**src/rtl/seq_pkg.sv**
```systemverilog
// Shared constants for the serializer and the downstream sequence detector bench.
package seq_pkg;

  localparam logic [1:0] ST_IDLE   = 2'd0;
  localparam logic [1:0] ST_SHIFT  = 2'd1;
  localparam logic [1:0] ST_PARITY = 2'd2;

  localparam int unsigned DEF_WIDTH      = 8;
  localparam logic        DEF_IDLE_LEVEL = 1'b1;

endpackage

```
**src/rtl/seq_serializer_if.sv**
```systemverilog
// Load handshake and serial output bundle of seq_serializer.
interface seq_serializer_if #(
  parameter int unsigned WIDTH = seq_pkg::DEF_WIDTH
);
  logic [WIDTH-1:0] DATA_IN;
  logic             LOAD_VALID;
  logic             LOAD_READY;
  logic             SER_OUT;
  logic             SER_VALID;
  logic             FRAME_DONE;
  logic             BUSY;

  modport master (
    output DATA_IN, LOAD_VALID,
    input  LOAD_READY, SER_OUT, SER_VALID, FRAME_DONE, BUSY
  );

  modport slave (
    input  DATA_IN, LOAD_VALID,
    output LOAD_READY, SER_OUT, SER_VALID, FRAME_DONE, BUSY
  );
endinterface

```
**src/rtl/seq_serializer.sv**
```systemverilog
// MSB-first parallel-to-serial stage feeding the sequence detector, gap-free back-to-back.
// Optional trailing even-parity bit when SERIAL_PARITY_EN is defined.
module seq_serializer
  import seq_pkg::*;
#(
  parameter int unsigned WIDTH      = DEF_WIDTH,
  parameter logic        IDLE_LEVEL = DEF_IDLE_LEVEL
) (
  input logic             CLK,
  input logic             RESET,
  seq_serializer_if.slave bus
);

  localparam int unsigned CNT_W = $clog2(WIDTH + 1);

  logic [1:0]       state_q, state_d;
  logic [WIDTH-1:0] sreg_q, sreg_d;
  logic [CNT_W-1:0] cnt_q, cnt_d;
  logic             ser_out_q, ser_out_d;
  logic             ser_valid_q, ser_valid_d;
  logic             frame_done_q, frame_done_d;
  logic             busy_q, busy_d;
  logic             load_ready_c;
  logic             accept_c;
`ifdef SERIAL_PARITY_EN
  logic             parity_q, parity_d;
`endif

  // Ready window: idle, or the final bit of the frame is on the line.
  always_comb begin
    load_ready_c = 1'b0;
    if (state_q == ST_IDLE) begin
      load_ready_c = 1'b1;
    end
`ifdef SERIAL_PARITY_EN
    else if (state_q == ST_PARITY) begin
      load_ready_c = 1'b1;
    end
`else
    else if (state_q == ST_SHIFT && cnt_q == '0) begin
      load_ready_c = 1'b1;
    end
`endif
  end

  assign accept_c = bus.LOAD_VALID && load_ready_c;

  always_comb begin
    state_d      = state_q;
    sreg_d       = sreg_q;
    cnt_d        = cnt_q;
    ser_out_d    = IDLE_LEVEL;
    ser_valid_d  = 1'b0;
    frame_done_d = 1'b0;
`ifdef SERIAL_PARITY_EN
    parity_d     = parity_q;
`endif

    case (state_q)
      ST_SHIFT: begin
        if (cnt_q != '0) begin
          sreg_d      = sreg_q << 1;
          ser_out_d   = sreg_q[WIDTH-2];
          ser_valid_d = 1'b1;
          cnt_d       = cnt_q - CNT_W'(1);
`ifndef SERIAL_PARITY_EN
          frame_done_d = (cnt_q == CNT_W'(1));
`endif
        end else begin
`ifdef SERIAL_PARITY_EN
          state_d      = ST_PARITY;
          ser_out_d    = parity_q;
          ser_valid_d  = 1'b1;
          frame_done_d = 1'b1;
`else
          state_d = ST_IDLE;
`endif
        end
      end
`ifdef SERIAL_PARITY_EN
      ST_PARITY: state_d = ST_IDLE;
`endif
      default: state_d = ST_IDLE;
    endcase

    // A load overrides the end-of-frame return to idle, giving zero-gap frames.
    if (accept_c) begin
      state_d      = ST_SHIFT;
      sreg_d       = bus.DATA_IN;
      cnt_d        = CNT_W'(WIDTH - 1);
      ser_out_d    = bus.DATA_IN[WIDTH-1];
      ser_valid_d  = 1'b1;
      frame_done_d = 1'b0;
`ifdef SERIAL_PARITY_EN
      parity_d     = ^bus.DATA_IN;
`endif
    end

    busy_d = (state_d != ST_IDLE);
  end

  always_ff @(posedge CLK or posedge RESET) begin
    if (RESET) begin
      state_q      <= ST_IDLE;
      sreg_q       <= '0;
      cnt_q        <= '0;
      ser_out_q    <= IDLE_LEVEL;
      ser_valid_q  <= 1'b0;
      frame_done_q <= 1'b0;
      busy_q       <= 1'b0;
`ifdef SERIAL_PARITY_EN
      parity_q     <= 1'b0;
`endif
    end else begin
      state_q      <= state_d;
      sreg_q       <= sreg_d;
      cnt_q        <= cnt_d;
      ser_out_q    <= ser_out_d;
      ser_valid_q  <= ser_valid_d;
      frame_done_q <= frame_done_d;
      busy_q       <= busy_d;
`ifdef SERIAL_PARITY_EN
      parity_q     <= parity_d;
`endif
    end
  end

  assign bus.LOAD_READY = load_ready_c;
  assign bus.SER_OUT    = ser_out_q;
  assign bus.SER_VALID  = ser_valid_q;
  assign bus.FRAME_DONE = frame_done_q;
  assign bus.BUSY       = busy_q;

endmodule

```
**src/flat_wrapper.sv**
```systemverilog
// flat-port wrapper written by rule: the top's interface ports become plain ports
module seq_serializer_flat import seq_pkg::*;
#(
  parameter int unsigned WIDTH      = DEF_WIDTH,
  parameter logic        IDLE_LEVEL = DEF_IDLE_LEVEL
)
  (CLK, RESET, bus_DATA_IN, bus_LOAD_VALID, bus_LOAD_READY, bus_SER_OUT, bus_SER_VALID, bus_FRAME_DONE, bus_BUSY);
  seq_serializer_if #(.WIDTH(WIDTH)) bus_i ();
  input logic CLK;
  input logic RESET;
  input wire logic [$bits(bus_i.DATA_IN)-1:0] bus_DATA_IN;
  input wire logic [$bits(bus_i.LOAD_VALID)-1:0] bus_LOAD_VALID;
  output wire logic [$bits(bus_i.LOAD_READY)-1:0] bus_LOAD_READY;
  output wire logic [$bits(bus_i.SER_OUT)-1:0] bus_SER_OUT;
  output wire logic [$bits(bus_i.SER_VALID)-1:0] bus_SER_VALID;
  output wire logic [$bits(bus_i.FRAME_DONE)-1:0] bus_FRAME_DONE;
  output wire logic [$bits(bus_i.BUSY)-1:0] bus_BUSY;
  assign bus_i.DATA_IN = bus_DATA_IN;
  assign bus_i.LOAD_VALID = bus_LOAD_VALID;
  assign bus_LOAD_READY = bus_i.LOAD_READY;
  assign bus_SER_OUT = bus_i.SER_OUT;
  assign bus_SER_VALID = bus_i.SER_VALID;
  assign bus_FRAME_DONE = bus_i.FRAME_DONE;
  assign bus_BUSY = bus_i.BUSY;
  seq_serializer #(.WIDTH(WIDTH), .IDLE_LEVEL(IDLE_LEVEL)) u_core (.CLK(CLK), .RESET(RESET), .bus(bus_i));
endmodule
```
**config.mk**
```make
export PLATFORM = sky130hd
export DESIGN_NAME = seq_serializer_flat
export DESIGN_NICKNAME = d
export VERILOG_FILES = /design/src/rtl/seq_pkg.sv /design/src/rtl/seq_serializer_if.sv /design/src/rtl/seq_serializer.sv /design/src/flat_wrapper.sv
export SDC_FILE = /design/constraint.sdc
export NUM_CORES = 1
export LEC_CHECK = 0
export CAP_MARGIN = 20
export CORE_UTILIZATION = 40
export DETAILED_ROUTE_END_ITERATION = 10
export HOLD_SLACK_MARGIN = 0.12
export PLACE_DENSITY_LB_ADDON = 0.08
export SLEW_MARGIN = 20
export SYNTH_ARGS = -nofsm -noshare
export SYNTH_HDL_FRONTEND = slang
export SYNTH_SLANG_ARGS = --single-unit
```
**constraint.sdc**
```tcl
create_clock -name CLK -period 5.4 [get_ports CLK]
set_input_delay 1.35 -clock CLK [delete_from_list [all_inputs] [get_ports CLK]]
set_output_delay 1.35 -clock CLK [all_outputs]
set_load 0.1 [all_outputs]
```
==> impl_metrics.py <==
metrics = {
    "route": {
        "wl_um": 1480,
        "drtAntennaViolNets": 0,
        "vias": 599,
        "via_per_inst": 5.12,
        "drt-pass1-iter-count": 4,
        "drc_errors": 0,
        "first_iter_violations": 14,
        "wl_per_cell_um": 12.6,
    },
    "global_route": {
        "grt_max_degree": 18,
        "antenna_found_initial": 0,
        "grt-ovfl-total": 0,
        "grt_pass1_vias": 518,
        "grt_pass1_wl_um": 2390,
        "grt_usage_pct": 15.1,
    },
    "die": {
        "io_pins": 16,
        "placementRows": 16,
        "start_util_pct": 43.0,
        "die_h_um": 48.2,
        "fp.coreArea_um2": 1980,
        "fp.dieArea_um2": 2320,
        "die_w_um": 48.2,
    },
    "final_layout": {
        "layout.cells.most_common": "dfrtp_1",
        "multi_input_area_um2": 347,
        "nNetsFinal": 104,
        "area_delta_synth_final_pct": 19.1,
        "diodes": 0,
        "fin_area_um2": 1010,
        "final_layout_size_suffix_gt1_share_pct": 13.3,
        "final.fill_count": 186,
        "mostFrequentLayoutCells": "16 x dfrtp_1, 15 x clkdlybuf4s50_1, 8 x inv_1, 7 x nand2_1, 6 x a211oi_1",
        "seq_area_um2": 427,
    },
    "pwr": {
        "p_sw_share_pct": 30.9,
        "p_switching_mw": 0.0890,
        "pwr_density_cell_nw_per_um2": 284,
        "sequentialPowerShare_pct": 55.4,
        "power.internal_mw": 0.199,
        "pwr-share-comb_pct": 22.0,
        "clkPwrFrac_pct": 22.7,
        "worst_ir_drop_vdd_mv": 0.156,
        "power.leakage_nw": 0.445,
    },
    "logic_synthesis": {
        "ys_ff_latch": 17,
        "synth_nets": 89,
        "synthXorXnorAreaFrac_pct": 0,
        "synth_edf_count": 0,
        "async_flop_share_pct": 100,
        "synth_top_family_by_area": "compound AO/OA/AOI/OAI gates",
        "synthCells": 76,
        "syn_area_um2": 852,
        "syn_area_per_cell_um2": 11.2,
        "synth-simple-area-share_pct": 15.0,
        "ys_types": 34,
        "synthMuxAreaShare_pct": 1.17,
        "yosysSeqAreaShare_pct": 50.1,
        "yosysWarnings": 0,
        "synth-compound-area-share_pct": 21.1,
        "synthAdderAreaFrac_pct": 2.94,
        "synth_flop_cell": "dfrtp_1",
    },
    "sta": {
        "rsz0062_at_grt": "no",
        "fin_crit_sh_pct": 78.8,
        "timing.final.ws_setup_ps": 1150,
        "tns_ps": 0,
        "finalHoldViolCount": 0,
        "setup-violations-final": 0,
        "drv_slew": 0,
        "worstMarginPinSlew_ps": 970,
        "holdWs_ps": 509,
        "timing.final.crit_period_ps": 4250,
        "max_freq_mhz": 235,
        "clock_skew_ps": 2.89,
        "max-slew-margin-rel_pct": 35.1,
    },
    "clock_tree": {
        "cts_tree": "yes",
        "cts.repair.resized": 0,
        "cts.sinks": 17,
        "clkLatencyLatePin_ps": 290,
        "clk_pin_slew_ps": 90,
        "h-tree-depth": 1,
        "holdBufCountCts": 0,
        "cts_setup_buffers": 0,
        "cts-buffers-inserted": 3,
        "cts_root_buffer": "clkbuf_4",
        "cts_buffer_depth": 2,
    },
    "placement": {
        "portBuffers": 15,
        "pre_cts_slack_ps": 1480,
        "gp_congestion": 0.796,
        "dpl_cell_area_um2": 987,
        "dp_hpwl_um": 1040,
    },
    "critical_path": {
        "cp.arrival_ps": 2900,
        "critPathSlowestCell": "clkdlybuf4s50_1",
        "crit_fanout": 9,
        "worstPathCellList": "inv_1 -> ha_1 -> or3b_1 -> a21oi_2 -> clkdlybuf4s50_1",
        "critical_path.top_delay_family": "buffers and inverters",
        "cp-start-kind": "flop",
        "worst_path_largest_cell_delay_ps": 1150,
        "path_buf_inv": 2,
        "r2r_slack_ps": 3660,
        "worstSetupPathType": "flop to output port",
        "required_ps": 4050,
        "endpoint_kind": "output port",
    },
    "outcome": {
        "status": "completed",
    },
    "job": {
        "max_cap_viol_count": 0,
    },
    "min_path": {
        "hp-class": "flop to flop",
    },
}
power by group through the flow:
stage,Sequential [mW],Combinational [mW],Clock (mW)
after floorplan,0.168,0.0398,0
after global placement,0.161,0.0637,0
after detailed placement,0.162,0.0638,0
after CTS,0.159,0.0640,0.0701
after global routing,0.162,0.0698,0.0743
final,0.160,0.0632,0.0653
sequential cells by signal, summed over array words and instances (netlist names):
| name | flops |
|---|---|
| u_core.sreg_q | 7 |
| u_core.cnt_q | 4 |
| u_core.state_q | 2 |
| u_core.bus.BUSY | 1 |
| u_core.bus.FRAME_DONE | 1 |
| u_core.bus.SER_OUT | 1 |
| u_core.bus.SER_VALID | 1 |
path summary, 6_finish.rpt:
kind	cells past startpoint	start	endpoint
max reg2reg	5	u_core.cnt_q[0]	u_core.sreg_q[3]
max	5	u_core.cnt_q[0]	bus_LOAD_READY
min	1	u_core.sreg_q[0]	u_core.sreg_q[0]
max in group asynchronous	2	RESET	u_core.sreg_q[1]
min reg2reg	1	u_core.sreg_q[0]	u_core.sreg_q[0]
min in group asynchronous	2	RESET	u_core.bus.BUSY
logic make-up (layout without fill, tap and decap cells):
logic type,count (synthesis),in the layout
DFF,17,17
adders and majority gates,2,2
other,1,1
AOI/OAI and AO/OA,20,20
and+or+nand+nor,22,22
buffers and inverters,13,27
muxes,1,1
cell type report:
cell class / count / share of cell area, %
repair buffers: 15 / 14.8
multi-input cells: 46 / 34.2
flip-flops and latches: 17 / 42.0
inverters: 8 / 2.96
well taps: 27 / 3.33
clock inverters: 1 / 0.493
clock buffers: 3 / 2.22
cells in the mapped netlist, drive strengths merged (2+ instances only):
cell / n / area [µm²]
a211oi: 6 / 45.0
a21oi: 2 / 13.8
a221o: 6 / 62.6
buf: 4 / 45.0
dfrtp: 16 / 400
ha: 2 / 25.0
inv: 8 / 30.0
nand2: 7 / 26.3
nor3: 3 / 20.0
stage by stage:
stage               power (mW)  util (%)  cells
global placement         0.225      49.8    113
CTS                      0.293      51.2    117
finish                   0.288      51.2    117
global route             0.306      51.2    117
detailed placement       0.225      49.8    113
floorplan                0.208         -     76
layer usage:
layer | part of all wire (%) | wire length, µm | global-route usage, % | up-vias
met2 | 45 | 668 | 23.7 | 12
met1 | 49 | 725 | 19.5 | 280
met4 | 0.61 | 9 | 3.33 | 0
li1 | - | - | - | 305
met5 | 0 | 0 | 0 | -
met3 | 4.9 | 72 | 5.93 | 2
Note: power is estimated with default switching activity, not from simulation.
